[src/rtl/uart_rx_pkg.sv]
// ----------------------------------------------------------------------------
// uart_rx_pkg
// Shared constants and helpers for the UART receiver sampling path.
//   PRESCALE_MIN     : smallest oversampling ratio; smaller values are clamped
//   PRESCALE_W_DEF   : default width of prescale / edge counter
//   NUM_SAMPLES_MIN/MAX : legal range of samples taken per bit (odd values)
//   maj_thresh(n)    : a vote is '1' when more than maj_thresh(n) samples are 1
// ----------------------------------------------------------------------------
package uart_rx_pkg;

    localparam int PRESCALE_MIN    = 8;
    localparam int PRESCALE_W_DEF  = 6;
    localparam int NUM_SAMPLES_MIN = 3;
    localparam int NUM_SAMPLES_MAX = 7;

    function automatic int maj_thresh(input int n);
        return n / 2;
    endfunction

endpackage

[src/rtl/uart_rx_sync2.sv]
// ----------------------------------------------------------------------------
// uart_rx_sync2
// Two-flop synchroniser for the asynchronous RX line. Both flops reset to 1
// so the line reads idle while the receiver comes out of reset.
// Only compiled when UART_RX_SYNC_EN is defined, which is also the only
// configuration that instantiates it.
//   clk : receiver clock
//   rst : asynchronous active-low reset
//   d   : raw asynchronous input
//   q   : synchronised output, two clocks behind d
// ----------------------------------------------------------------------------
`ifdef UART_RX_SYNC_EN
module uart_rx_sync2 (
    input  logic clk,
    input  logic rst,
    input  logic d,
    output logic q
);

    logic meta;

    always_ff @(posedge clk or negedge rst) begin
        if (!rst) begin
            meta <= 1'b1;
            q    <= 1'b1;
        end else begin
            meta <= d;
            q    <= meta;
        end
    end

endmodule
`endif

[src/rtl/uart_rx_oversampler.sv]
// ----------------------------------------------------------------------------
// uart_rx_oversampler
// Majority-vote bit sampler for the UART receiver. Counts clock edges within
// each bit period (prescale clocks per bit), takes NUM_SAMPLES samples centred
// on the middle of the bit and strobes the voted value plus a noise flag.
//
// Build option: UART_RX_SYNC_EN -- when defined, rx_in passes through a
// two-flop synchroniser (2 clocks of latency) before sampling; otherwise the
// line is assumed to be synchronous already and is sampled directly.
//
// Ports:
//   clk          : receiver oversampling clock
//   rst          : asynchronous active-low reset
//   rx_in        : serial RX line
//   prescale     : clocks per bit (values below 8 behave as 8)
//   samp_en      : sampler enable from the RX FSM
//   bit_start    : one-cycle pulse aligning edge 0 to a bit boundary
//   edge_count   : current edge position within the bit
//   bit_done     : high on the last edge of a bit period (combinational)
//   sampled_bit  : voted bit value (idle '1' out of reset)
//   sample_valid : one-cycle strobe, sampled_bit / noise_err just updated
//   noise_err    : samples of the latest bit were not unanimous
// ----------------------------------------------------------------------------
module uart_rx_oversampler
    import uart_rx_pkg::*;
#(
    parameter int PRESCALE_W  = PRESCALE_W_DEF,
    parameter int NUM_SAMPLES = 3
) (
    input  logic                  clk,
    input  logic                  rst,
    input  logic                  rx_in,
    input  logic [PRESCALE_W-1:0] prescale,
    input  logic                  samp_en,
    input  logic                  bit_start,
    output logic [PRESCALE_W-1:0] edge_count,
    output logic                  bit_done,
    output logic                  sampled_bit,
    output logic                  sample_valid,
    output logic                  noise_err
);

    localparam int OW = $clog2(NUM_SAMPLES + 1);

    localparam logic [PRESCALE_W-1:0] PRE_MIN     = PRESCALE_W'(PRESCALE_MIN);
    localparam logic [PRESCALE_W-1:0] ONE_EDGE    = PRESCALE_W'(1);
    localparam logic [PRESCALE_W-1:0] HALF_WIN    = PRESCALE_W'((NUM_SAMPLES - 1) / 2);
    localparam logic [OW-1:0]         VOTE_THRESH = OW'(maj_thresh(NUM_SAMPLES));
    localparam logic [OW-1:0]         ALL_SAMPLES = OW'(NUM_SAMPLES);

    if (NUM_SAMPLES < NUM_SAMPLES_MIN || NUM_SAMPLES > NUM_SAMPLES_MAX ||
        (NUM_SAMPLES % 2) == 0) begin : g_bad_num_samples
        $error("uart_rx_oversampler: NUM_SAMPLES must be 3, 5 or 7");
    end

    logic                  rx_s;
    logic [PRESCALE_W-1:0] pre_q;
    logic                  en_q;       // samp_en last cycle; low means idle
    logic [OW-1:0]         ones_cnt;

    `ifdef UART_RX_SYNC_EN
    uart_rx_sync2 u_sync (
        .clk (clk),
        .rst (rst),
        .d   (rx_in),
        .q   (rx_s)
    );
    `else
    assign rx_s = rx_in;
    `endif

    // Window geometry, derived from the latched ratio so a prescale change
    // in the middle of a bit cannot move the window.
    logic [PRESCALE_W-1:0] pre_clamped;
    logic [PRESCALE_W-1:0] centre;
    logic [PRESCALE_W-1:0] win_first;
    logic [PRESCALE_W-1:0] win_last;
    logic [PRESCALE_W-1:0] period_end;
    logic                  in_window;
    logic                  at_win_last;
    logic                  at_period_end;
    logic [OW-1:0]         ones_total;

    assign pre_clamped   = (prescale < PRE_MIN) ? PRE_MIN : prescale;
    assign centre        = pre_q >> 1;
    assign win_first     = centre - HALF_WIN;
    assign win_last      = centre + HALF_WIN;
    assign period_end    = pre_q - ONE_EDGE;
    assign in_window     = (edge_count >= win_first) && (edge_count <= win_last);
    assign at_win_last   = (edge_count == win_last);
    assign at_period_end = (edge_count == period_end);
    // Includes the sample being taken on the last window edge itself.
    assign ones_total    = ones_cnt + OW'(rx_s);

    assign bit_done = samp_en && at_period_end;

    // NOTE: every register below uses non-blocking assignment so all state
    // updates see the same pre-edge values, regardless of statement order.
    always_ff @(posedge clk or negedge rst) begin
        if (!rst) begin
            edge_count   <= '0;
            ones_cnt     <= '0;
            pre_q        <= PRE_MIN;
            en_q         <= 1'b0;
            sample_valid <= 1'b0;
            sampled_bit  <= 1'b1;
            noise_err    <= 1'b0;
        end else begin
            en_q         <= samp_en;
            sample_valid <= 1'b0;

            if (bit_start) begin
                // Realignment wins over wrap and sampling; a vote due on
                // this edge is dropped.
                edge_count <= '0;
                ones_cnt   <= '0;
                pre_q      <= pre_clamped;
            end else if (!samp_en) begin
                edge_count <= '0;
                ones_cnt   <= '0;
            end else begin
                if (!en_q) begin
                    pre_q <= pre_clamped;
                end

                edge_count <= at_period_end ? '0 : edge_count + ONE_EDGE;

                if (at_win_last) begin
                    sampled_bit  <= (ones_total > VOTE_THRESH);
                    noise_err    <= (ones_total != '0) && (ones_total != ALL_SAMPLES);
                    sample_valid <= 1'b1;
                    ones_cnt     <= '0;
                end else if (in_window) begin
                    ones_cnt <= ones_total;
                end
            end
        end
    end

endmodule

[config.mk]
export PLATFORM = sky130hd
export DESIGN_NAME = uart_rx_oversampler
export DESIGN_NICKNAME = d
export VERILOG_FILES = /design/src/rtl/uart_rx_pkg.sv /design/src/rtl/uart_rx_sync2.sv /design/src/rtl/uart_rx_oversampler.sv
export SDC_FILE = /design/constraint.sdc
export NUM_CORES = 1
export LEC_CHECK = 0
export CAP_MARGIN = 5
export CORE_MARGIN = 3
export CORE_UTILIZATION = 48
export DETAILED_ROUTE_END_ITERATION = 7
export PLACE_DENSITY = 0.87
export SYNTH_ARGS = -nofsm -noshare
export SYNTH_HDL_FRONTEND = slang
export SYNTH_HIERARCHICAL = 1
export SYNTH_SLANG_ARGS = --single-unit
export TNS_END_PERCENT = 50
[constraint.sdc]
create_clock -name clk -period 2.8 [get_ports clk]
set_input_delay 0.56 -clock clk [delete_from_list [all_inputs] [get_ports clk]]
set_output_delay 0.56 -clock clk [all_outputs]
set_load 0.005 [all_outputs]
Word level (Yosys, flattened, before mapping)
Index checks and enable logic that the tools add are counted.
Word-level totals
  bits in writable memories: 0
  memories: 0
  output and inout bits: 10
  bits in latches: 0
  ROM bits: 0
  logic and storage cells: 43
  register bits: 18
  bits of input ports: 11
Cells by class
  equal/unequal tests: 5
  shift operators: 0
  mux-type cells: 14
  div/mod/pow operators: 0
  magnitude comparators: 4
  bitwise logic cells: 1
  reduce and logical (&&, ||, !) cells: 7
  $mul: 0
  add/subtract/negate cells: 5
Operators by type and width (number)
  $mux 6: 7
  $eq 6x6->1: 2
  $mux 2: 4
  $add 5x1->6 const B: 1
  $add 6x1->6 const B: 1
  $ge 6x6->1: 1
  $le 6x6->1: 1
  $lt 6x4->1 const B: 1
  $sub 5x1->6 const B: 1
  $sub 6x1->6 const B: 1
  $ne 2x2->1 const B: 2
  $ne 4x1->1 const B: 1
  $reduce_bool 2->1: 2
  $logic_and 1x1->1: 3
  $mux 1: 3
  $reduce_and 3->1: 1
  $add 2x1->2: 1
  $gt 2x1->1 const B: 1
  $reduce_and 2->1: 1
  $not 1->1: 1

Longest topological paths before layout
Gate-level depths: netlist of run 1.
  depth after elaboration: 7
  gate-level depth with buffers: 9
  gate-level depth less buffers: 9

Worst setup path after synthesis of run 1
Ideal clock, no wire load.
  path type: register -> register
  start point: register pre_q[3]
  end point: register ones_cnt[1]
  arrival time: 2573 ps
  cell stages (with the launch flop): 10
  path slack: 161 ps
  library setup time: 66 ps
  data required time: 2734 ps
  cell sequence: dfstp_2 > buf_2 > nand3_1 > xor2_1 > ha_1 > and3_1 > a21boi_1 > or4b_4 > or4b_1 > nand2_1
On the way
  cells in the longest elaborated chain, start to end: 5
  elaborated cells between the ends (all ways): 10
RTL lines
  from (decl): RTL line uart_rx_oversampler.sv:57  | logic [PRESCALE_W-1:0] pre_q;
  from (signal assigned): RTL line uart_rx_oversampler.sv:117  | pre_q <= pre_clamped;
  from (signal assigned): RTL line uart_rx_oversampler.sv:123  | pre_q <= pre_clamped;
  branches (longest 5 deep; another with $sub 5x1->6)
  to (signal assigned): RTL line uart_rx_oversampler.sv:134  | ones_cnt <= ones_total;
  to (decl): RTL line uart_rx_oversampler.sv:59  | logic [OW-1:0] ones_cnt;
Several ways; the timed one is not identified.
A chain may end at the register's enable or synchronous reset.

Worst setup path in the final report of run 1
  start point: register pre_q[1]
  end point: register ones_cnt[1]
The elaborated chain is that of the path after synthesis.

==> results.sh, run 1 <==
export IMPL_status="finished, final reports clean"
export IMPL_diodes=0
export IMPL_hold_class="reg2reg"
export IMPL_period_minus_slack_ps=2760
export IMPL_reg2reg_to="ones_cnt[1]$_DFFE_PN0P_"
export IMPL_gr_total_overflow=0
export IMPL_clkTransAtPathRegs_ps=100
export IMPL_grt_max_degree=19
export IMPL_root_buffer="clkbuf_4"
export IMPL_p_total_uw=685
export IMPL_hold_viol=0
export IMPL_finalCritPeriodShare_pct=98.4
export IMPL_synth_top_cell_by_area="dfrtp_1"
export IMPL_rr_worst_depth=10
export IMPL_cts_sink_count=18
export IMPL_critPathSlowestCell="or4b_4"
export IMPL_htreeDepth=1
export IMPL_p_leak_nw=0.755
export IMPL_pin_count=21
export IMPL_fin_nets=197
export IMPL_r2r_slack_ps=40
export IMPL_initial_core_util_pct=51.8
export IMPL_setup_violations=0
export IMPL_yosys_top_cells_area="dfrtp_1, ha_1, xnor2_1"
export IMPL_synthDistinctLibCells=39
export IMPL_grt_pass1_vias=1157
export IMPL_ys_seq_elements=18
export IMPL_syn_inst=137
export IMPL_die_area_um2=3410
export IMPL_num_vias=1162
export IMPL_yosysWarnings=6
export IMPL_clock_skew_ps=3.44
export IMPL_startpoint_type="register"
export IMPL_peakVddDrop_v=0.000387
export IMPL_viasPerCell=5.90
export IMPL_rows=18
export IMPL_synth_seq_area_share_pct=34.3
export IMPL_clock_fmax_ghz=0.363
export IMPL_syn_avg_cell_area_um2=9.63
export IMPL_rsz0062_at_grt="yes"
export IMPL_detailed_place_hpwl_um=2280
export IMPL_arrival_ps=3000
export IMPL_cts_tree="built"
export IMPL_postRouteAntennaNets=0
export IMPL_maxCapViolCount=0
export IMPL_layout_setup_ws_ps=43.6
export IMPL_layout_drive_gt1_share_pct=17.4
export IMPL_syn_to_final_growth_pct=29.8
export IMPL_drtIter0Drc=54
export IMPL_syn_cell_area_um2=1320
export IMPL_core_um2=2540
export IMPL_fin_cells=197
export IMPL_die_w_um=58.4
export IMPL_antenna_found_initial=0
export IMPL_critPathMaxFanout=4
export IMPL_drc=0
export IMPL_grtUsageTotal_pct=19.6
export IMPL_startpoint="pre_q[1]$_DFFE_PN0P_"
export IMPL_critPathRequiredTime_ps=3040
export IMPL_die_y_um=58.4
export IMPL_drt_wl_total_um=3390
export IMPL_drv_slew=0
export IMPL_crit_end="ones_cnt[1]$_DFFE_PN0P_"
export IMPL_tightest_slew_ps=780
export IMPL_synth_top_area_share_pct=30.4
export IMPL_grt_pass1_wl_um=5170
export IMPL_regToRegStartpoint="pre_q[1]$_DFFE_PN0P_"
export IMPL_power_density_nw_per_um2=400
export IMPL_worstSetupEndpointType="register"
export IMPL_syn_nets=166
export IMPL_fillers=181
export IMPL_port_buffers=20
export IMPL_clockBufferDepth=2
export IMPL_final_core_util_pct=67.3
export IMPL_wire_per_inst_um=17.2
export IMPL_firstDrtPassIters=4
export IMPL_crit_type="reg2reg"
export IMPL_post_place_ws_ps=-18.1
export IMPL_slew_headroom_pct=47.9
export IMPL_slowest_delay_ps=520
export IMPL_crit_chain="buf_6 > ha_4 > nand3_2 > xor2_1 > ha_1 > and3_4 > a21boi_1 > or4b_4 > or4b_1 > nand2_1"
export IMPL_post_place_cells=185
export IMPL_timing_setup_tns_ps=0
export IMPL_numCtsBuffers=3
export IMPL_worstSkewPairLatency_ps=290
export IMPL_gp_congestion=0.940
worst min path at each step:
stage,from,endpoint,slack (ps),depth (start not counted)
after floorplan,rst,edge_count[0]$_DFF_PN0_,260,0
after global placement,noise_err$_DFFE_PN0P_,noise_err$_DFFE_PN0P_,510,2
after detailed placement,noise_err$_DFFE_PN0P_,noise_err$_DFFE_PN0P_,530,2
after CTS,noise_err$_DFFE_PN0P_,noise_err$_DFFE_PN0P_,540,2
after global routing,noise_err$_DFFE_PN0P_,noise_err$_DFFE_PN0P_,580,2
final,noise_err$_DFFE_PN0P_,noise_err$_DFFE_PN0P_,540,2
through the flow:
stage	area (um2)	hold WS, ps
2_1_floorplan	1320	264
6_report	1710	539
3_3_place_gp	1560	508
3_5_place_dp	1560	526
5_1_grt	1710	584
4_1_cts	1640	541
layer usage:
metal	share of wire, %	vias up	track usage, %
met4	1.0	0	5.30
met3	4.2	4	2.19
met5	0	-	0
met2	53	30	35.9
li1	-	544	-
met1	42	584	24.3
cells by family (layout without fill, tap and decap cells):
| kind of cell | after synthesis | in the layout | synth area share [%] |
|---|---|---|---|
| compound gates | 18 | 18 | 9.30 |
| xor+xnor | 17 | 17 | 11.3 |
| fa+ha+maj | 18 | 18 | 17.1 |
| buf+inv | 11 | 41 | 3.22 |
| flops | 18 | 18 | 34.3 |
| mux | 5 | 5 | 4.08 |
| simple gates | 50 | 50 | 20.7 |
what timing repair did:
action / in CTS / in global routing
hold buffers: 0 / 0
setup buffers: 3 / 5
setup endpoints to repair: 1 / 2
gates resized for setup: 10 / 6
pin swaps: 2 / 4
layout make-up:
class / count / area, um2 / share of cell area [%]
Inverter: 7 / 28.8 / 1.68
Timing Repair Buffer: 30 / 282 / 16.4
Tap cell: 30 / 37.5 / 2.19
Clock buffer: 4 / 36.3 / 2.12
Sequential cell: 18 / 455 / 26.6
Multi-Input combinational cell: 108 / 872 / 51.0
report_power, final:
part	internal [mW]	total, mW	switching, mW	leakage (nW)
sequential	0.278	0.305	0.0263	0.225
clock	0.0793	0.161	0.0817	0.0210
combinational	0.115	0.219	0.104	0.508
layout by cell type (no fill, tap or decap), types with 3 or more instances in the layout:
master,count
nand3_1,5
clkbuf_4,3
nor2_1,8
xnor2_1,10
buf_4,8
nand2_1,10
a21oi_1,5
a22o_1,3
nor2b_1,3
nor3_1,7
inv_1,5
mux2_1,3
xor2_1,7
ha_1,15
clkdlybuf4s50_1,19
dfrtp_1,14
flip-flops by register name, indices dropped and copies added, names as in the netlist:
register and cells:
edge_count 6, en_q 1, noise_err 1, ones_cnt 2, pre_q 6, sample_valid 1
sampled_bit 1
critical path, delay by kind of cell, from the launching register on:
kind	cells	cell delay, ps
flip-flops	1	420
buffers and inverters	1	140
adder cells (fa/ha/maj)	2	470
AND/OR/NAND/NOR	5	1380
AO/OA/AOI/OAI	1	130
XOR/XNOR	1	160
Yosys cell counts:
cell type  number
clkbuf_1        3
mux2_1          3
nand4_1         1
a21o_1          1
a22o_1          3
nor3_2          1
nand3_1         6
buf_2           1
nand2b_1        1
a21boi_1        1
o21ai_1         1
nand4b_1        1
a221oi_1        1
and3_1          3
nor3_1          7
or4b_4          1
inv_2           1
ha_1           18
a211o_1         1
or4b_1          1
nor4_1          1
nor2_1          8
o21ai_0         2
nand3b_1        1
xor2_1          7
nand2_1        10
o211ai_1        1
o31ai_1         1
dfrtp_1        16
nor2b_1         3
mux2i_1         2
a21oi_2         1
and2_1          2
dfstp_2         2
nor3b_1         2
inv_1           6
xnor2_1        10
a21oi_1         5
or2_1           1
(Power assumes the default switching activity.)
==> run 2, diff against run 1 <==
--- a/config.mk
+++ b/config.mk
@@ -6,10 +6,12 @@
 export NUM_CORES = 1
 export LEC_CHECK = 0
 export CAP_MARGIN = 5
+export CELL_PAD_IN_SITES_DETAIL_PLACEMENT = 1
+export CELL_PAD_IN_SITES_GLOBAL_PLACEMENT = 2
 export CORE_MARGIN = 3
-export CORE_UTILIZATION = 48
+export CORE_UTILIZATION = 33
 export DETAILED_ROUTE_END_ITERATION = 7
-export PLACE_DENSITY = 0.87
+export PLACE_DENSITY = 0.9
 export SYNTH_ARGS = -nofsm -noshare
 export SYNTH_HDL_FRONTEND = slang
 export SYNTH_HIERARCHICAL = 1
==> constraint.sdc (replaced) <==
create_clock -name clk -period 2.62 [get_ports clk]
set_input_delay 0.524 -clock clk [delete_from_list [all_inputs] [get_ports clk]]
set_output_delay 0.524 -clock clk [all_outputs]
set_load 0.005 [all_outputs]
==> run 2 against run 1 <==
- the flow now finishes with violations (setup timing)
- final cell count is 16% higher
- design area is 9.9% higher
- global-route usage is 1.5 points lower
- core utilization is 17 points lower
- highest routed layer unchanged
- total power is 17% higher
- die area is 40% higher
- wire length is 27% higher
- clock power is 18% higher
- clock skew is 2.1 ps lower
- clock-buffer cell count is 1 lower
- critical path depth is 2 lower
==> results.sh, run 2 (synthesis gave the netlist of run 1 again) <==
export IMPL_grt_pass1_wl_um=6980
export IMPL_violations="setup timing"
export IMPL_status="finished with violations"
export IMPL_setup_violations=1
export IMPL_clockBufferDepth=2
export IMPL_gr_total_overflow=0
export IMPL_syn_to_final_growth_pct=42.7
export IMPL_core_um2=3740
export IMPL_grt_max_degree=19
export IMPL_gp_congestion=0.809
export IMPL_p_leak_nw=0.831
export IMPL_multiInputGateArea_um2=907
export IMPL_worstSkewPairLatency_ps=250
export IMPL_tightest_slew_ps=898
export IMPL_layout_drive_gt1_share_pct=29.8
export IMPL_cts_tree="built"
export IMPL_diodes=0
export IMPL_drc=0
export IMPL_layout_setup_ws_ps=-52.5
export IMPL_top_usage_layer="met2"
export IMPL_num_vias=1237
export IMPL_reg_largest_list="edge_count (6), pre_q (6), ones_cnt (2)"
export IMPL_root_buffer="clkbuf_8"
export IMPL_grtUsageMet2_pct=33.6
export IMPL_drv_slew=0
export IMPL_critPathRequiredTime_ps=2810
export IMPL_firstDrtPassIters=4
export IMPL_period_minus_slack_ps=2670
export IMPL_die_y_um=69.2
export IMPL_worstSetupEndpointType="register"
export IMPL_wire_per_inst_um=18.8
export IMPL_drt_wl_total_um=4310
export IMPL_rsz0062_at_grt="yes"
export IMPL_die_area_um2=4790
export IMPL_initial_core_util_pct=35.2
export IMPL_port_buffers=20
export IMPL_cts_sink_count=18
export IMPL_use_met1_pct=20.8
export IMPL_die_w_um=69.2
export IMPL_rows=22
export IMPL_post_dp_cell_area_um2=1690
export IMPL_startpoint="pre_q[3]$_DFFE_PN1P_"
export IMPL_seq_area_um2=454
export IMPL_hold_class="reg2reg"
export IMPL_antenna_found_initial=0
export IMPL_arrival_ps=2860
export IMPL_clkTransAtPathRegs_ps=70
export IMPL_pin_count=21
export IMPL_post_place_cells=218
export IMPL_slew_headroom_pct=39.9
export IMPL_critPathMaxFanout=7
export IMPL_drtIter0Drc=36
export IMPL_grt_pass1_vias=1438
export IMPL_maxCapViolCount=0
export IMPL_met3_usage_pct=2.75
export IMPL_fin_nets=212
export IMPL_htreeDepth=1
export IMPL_grtUsageTotal_pct=18.1
export IMPL_timing_setup_tns_ps=-52.5
export IMPL_numCtsBuffers=3
export IMPL_fin_cells=229
export IMPL_startpoint_type="register"
export IMPL_min_from="noise_err$_DFFE_PN0P_"
export IMPL_final_cell_mix="buf_4, clkdlybuf4s50_1, ha_1, dfrtp_1, xnor2_1"
export IMPL_power_density_nw_per_um2=425
export IMPL_layout_commonest_cell="buf_4"
export IMPL_fillers=438
export IMPL_regToRegStartpoint="pre_q[3]$_DFFE_PN1P_"
export IMPL_clock_fmax_ghz=0.374
export IMPL_postLayoutCellArea_um2=1880
export IMPL_crit_type="reg2reg"
export IMPL_detailed_place_hpwl_um=2930
export IMPL_clock_skew_ps=1.39
export IMPL_finalCritPeriodShare_pct=102
export IMPL_hold_viol=0
export IMPL_postRouteAntennaNets=0
export IMPL_peakVddDrop_v=0.000343
export IMPL_viasPerCell=5.40
export IMPL_post_place_ws_ps=-100
==> run 2: cell types whose count changed in the layout (fill, tap and decap cells not counted), sizes merged <==
cell and change:
clkbuf -1, dlygate4sd2 -1, buf +16
==> run 2: report_power, final <==
part / internal (mW) / switching (mW)
Clock: 0.102 / 0.0880
Combinational: 0.148 / 0.140
Sequential: 0.298 / 0.0234
Total: 0.548 / 0.251
==> run 2: final timing paths <==
kind / end / slack, ps / cells past startpoint
setup / recovery: ones_cnt[1]$_DFFE_PN0P_ / -50 / 8
hold / removal: noise_err$_DFFE_PN0P_ / 530 / 2
max in group asynchronous: pre_q[2]$_DFFE_PN0P_ / 1230 / 1
setup reg to reg: ones_cnt[1]$_DFFE_PN0P_ / -50 / 8
min in group asynchronous: ones_cnt[1]$_DFFE_PN0P_ / 780 / 1
hold reg to reg: noise_err$_DFFE_PN0P_ / 530 / 2
==> run 2: critical path, cell delays in order (launching register included) <==
cell      delay (ps)
dfstp_2          630
nand3_2          110
xor2_2           160
ha_1             300
and3_4           190
a21boi_1         140
or4b_4           530
or4b_4           490
nand2_2           70
==> run 2: stage by stage <==
stage | hold WS [ps] | util, % | power (mW)
3_5_place_dp | 527 | 45.2 | 0.554
5_1_grt | 569 | 50.3 | 0.848
3_3_place_gp | 507 | 45.2 | 0.539
4_1_cts | 538 | 48.3 | 0.775
2_1_floorplan | 228 | - | 0.449
6_report | 533 | 50.3 | 0.799
==> run 2: metal layers <==
layer	vias to the layer above	routed length (um)
met5	-	0
met2	24	2380
met4	0	64
li1	569	-
met3	8	98
met1	636	1770
==> run 2: layout make-up <==
cell class                      instances  area share [%]
Clock buffer                            3            2.19
Inverter                                7            1.53
Multi-Input combinational cell        108            48.2
Sequential cell                        18            24.1
Tap cell                               48            3.19
Timing Repair Buffer                   45            20.7
==> run 2: timing repair <==
item	4_1_cts	5_1_grt
pin swaps	6	11
setup buffers	4	5
resized for setup	14	15
endpoints found under the setup margin	2	3
hold buffers	0	0
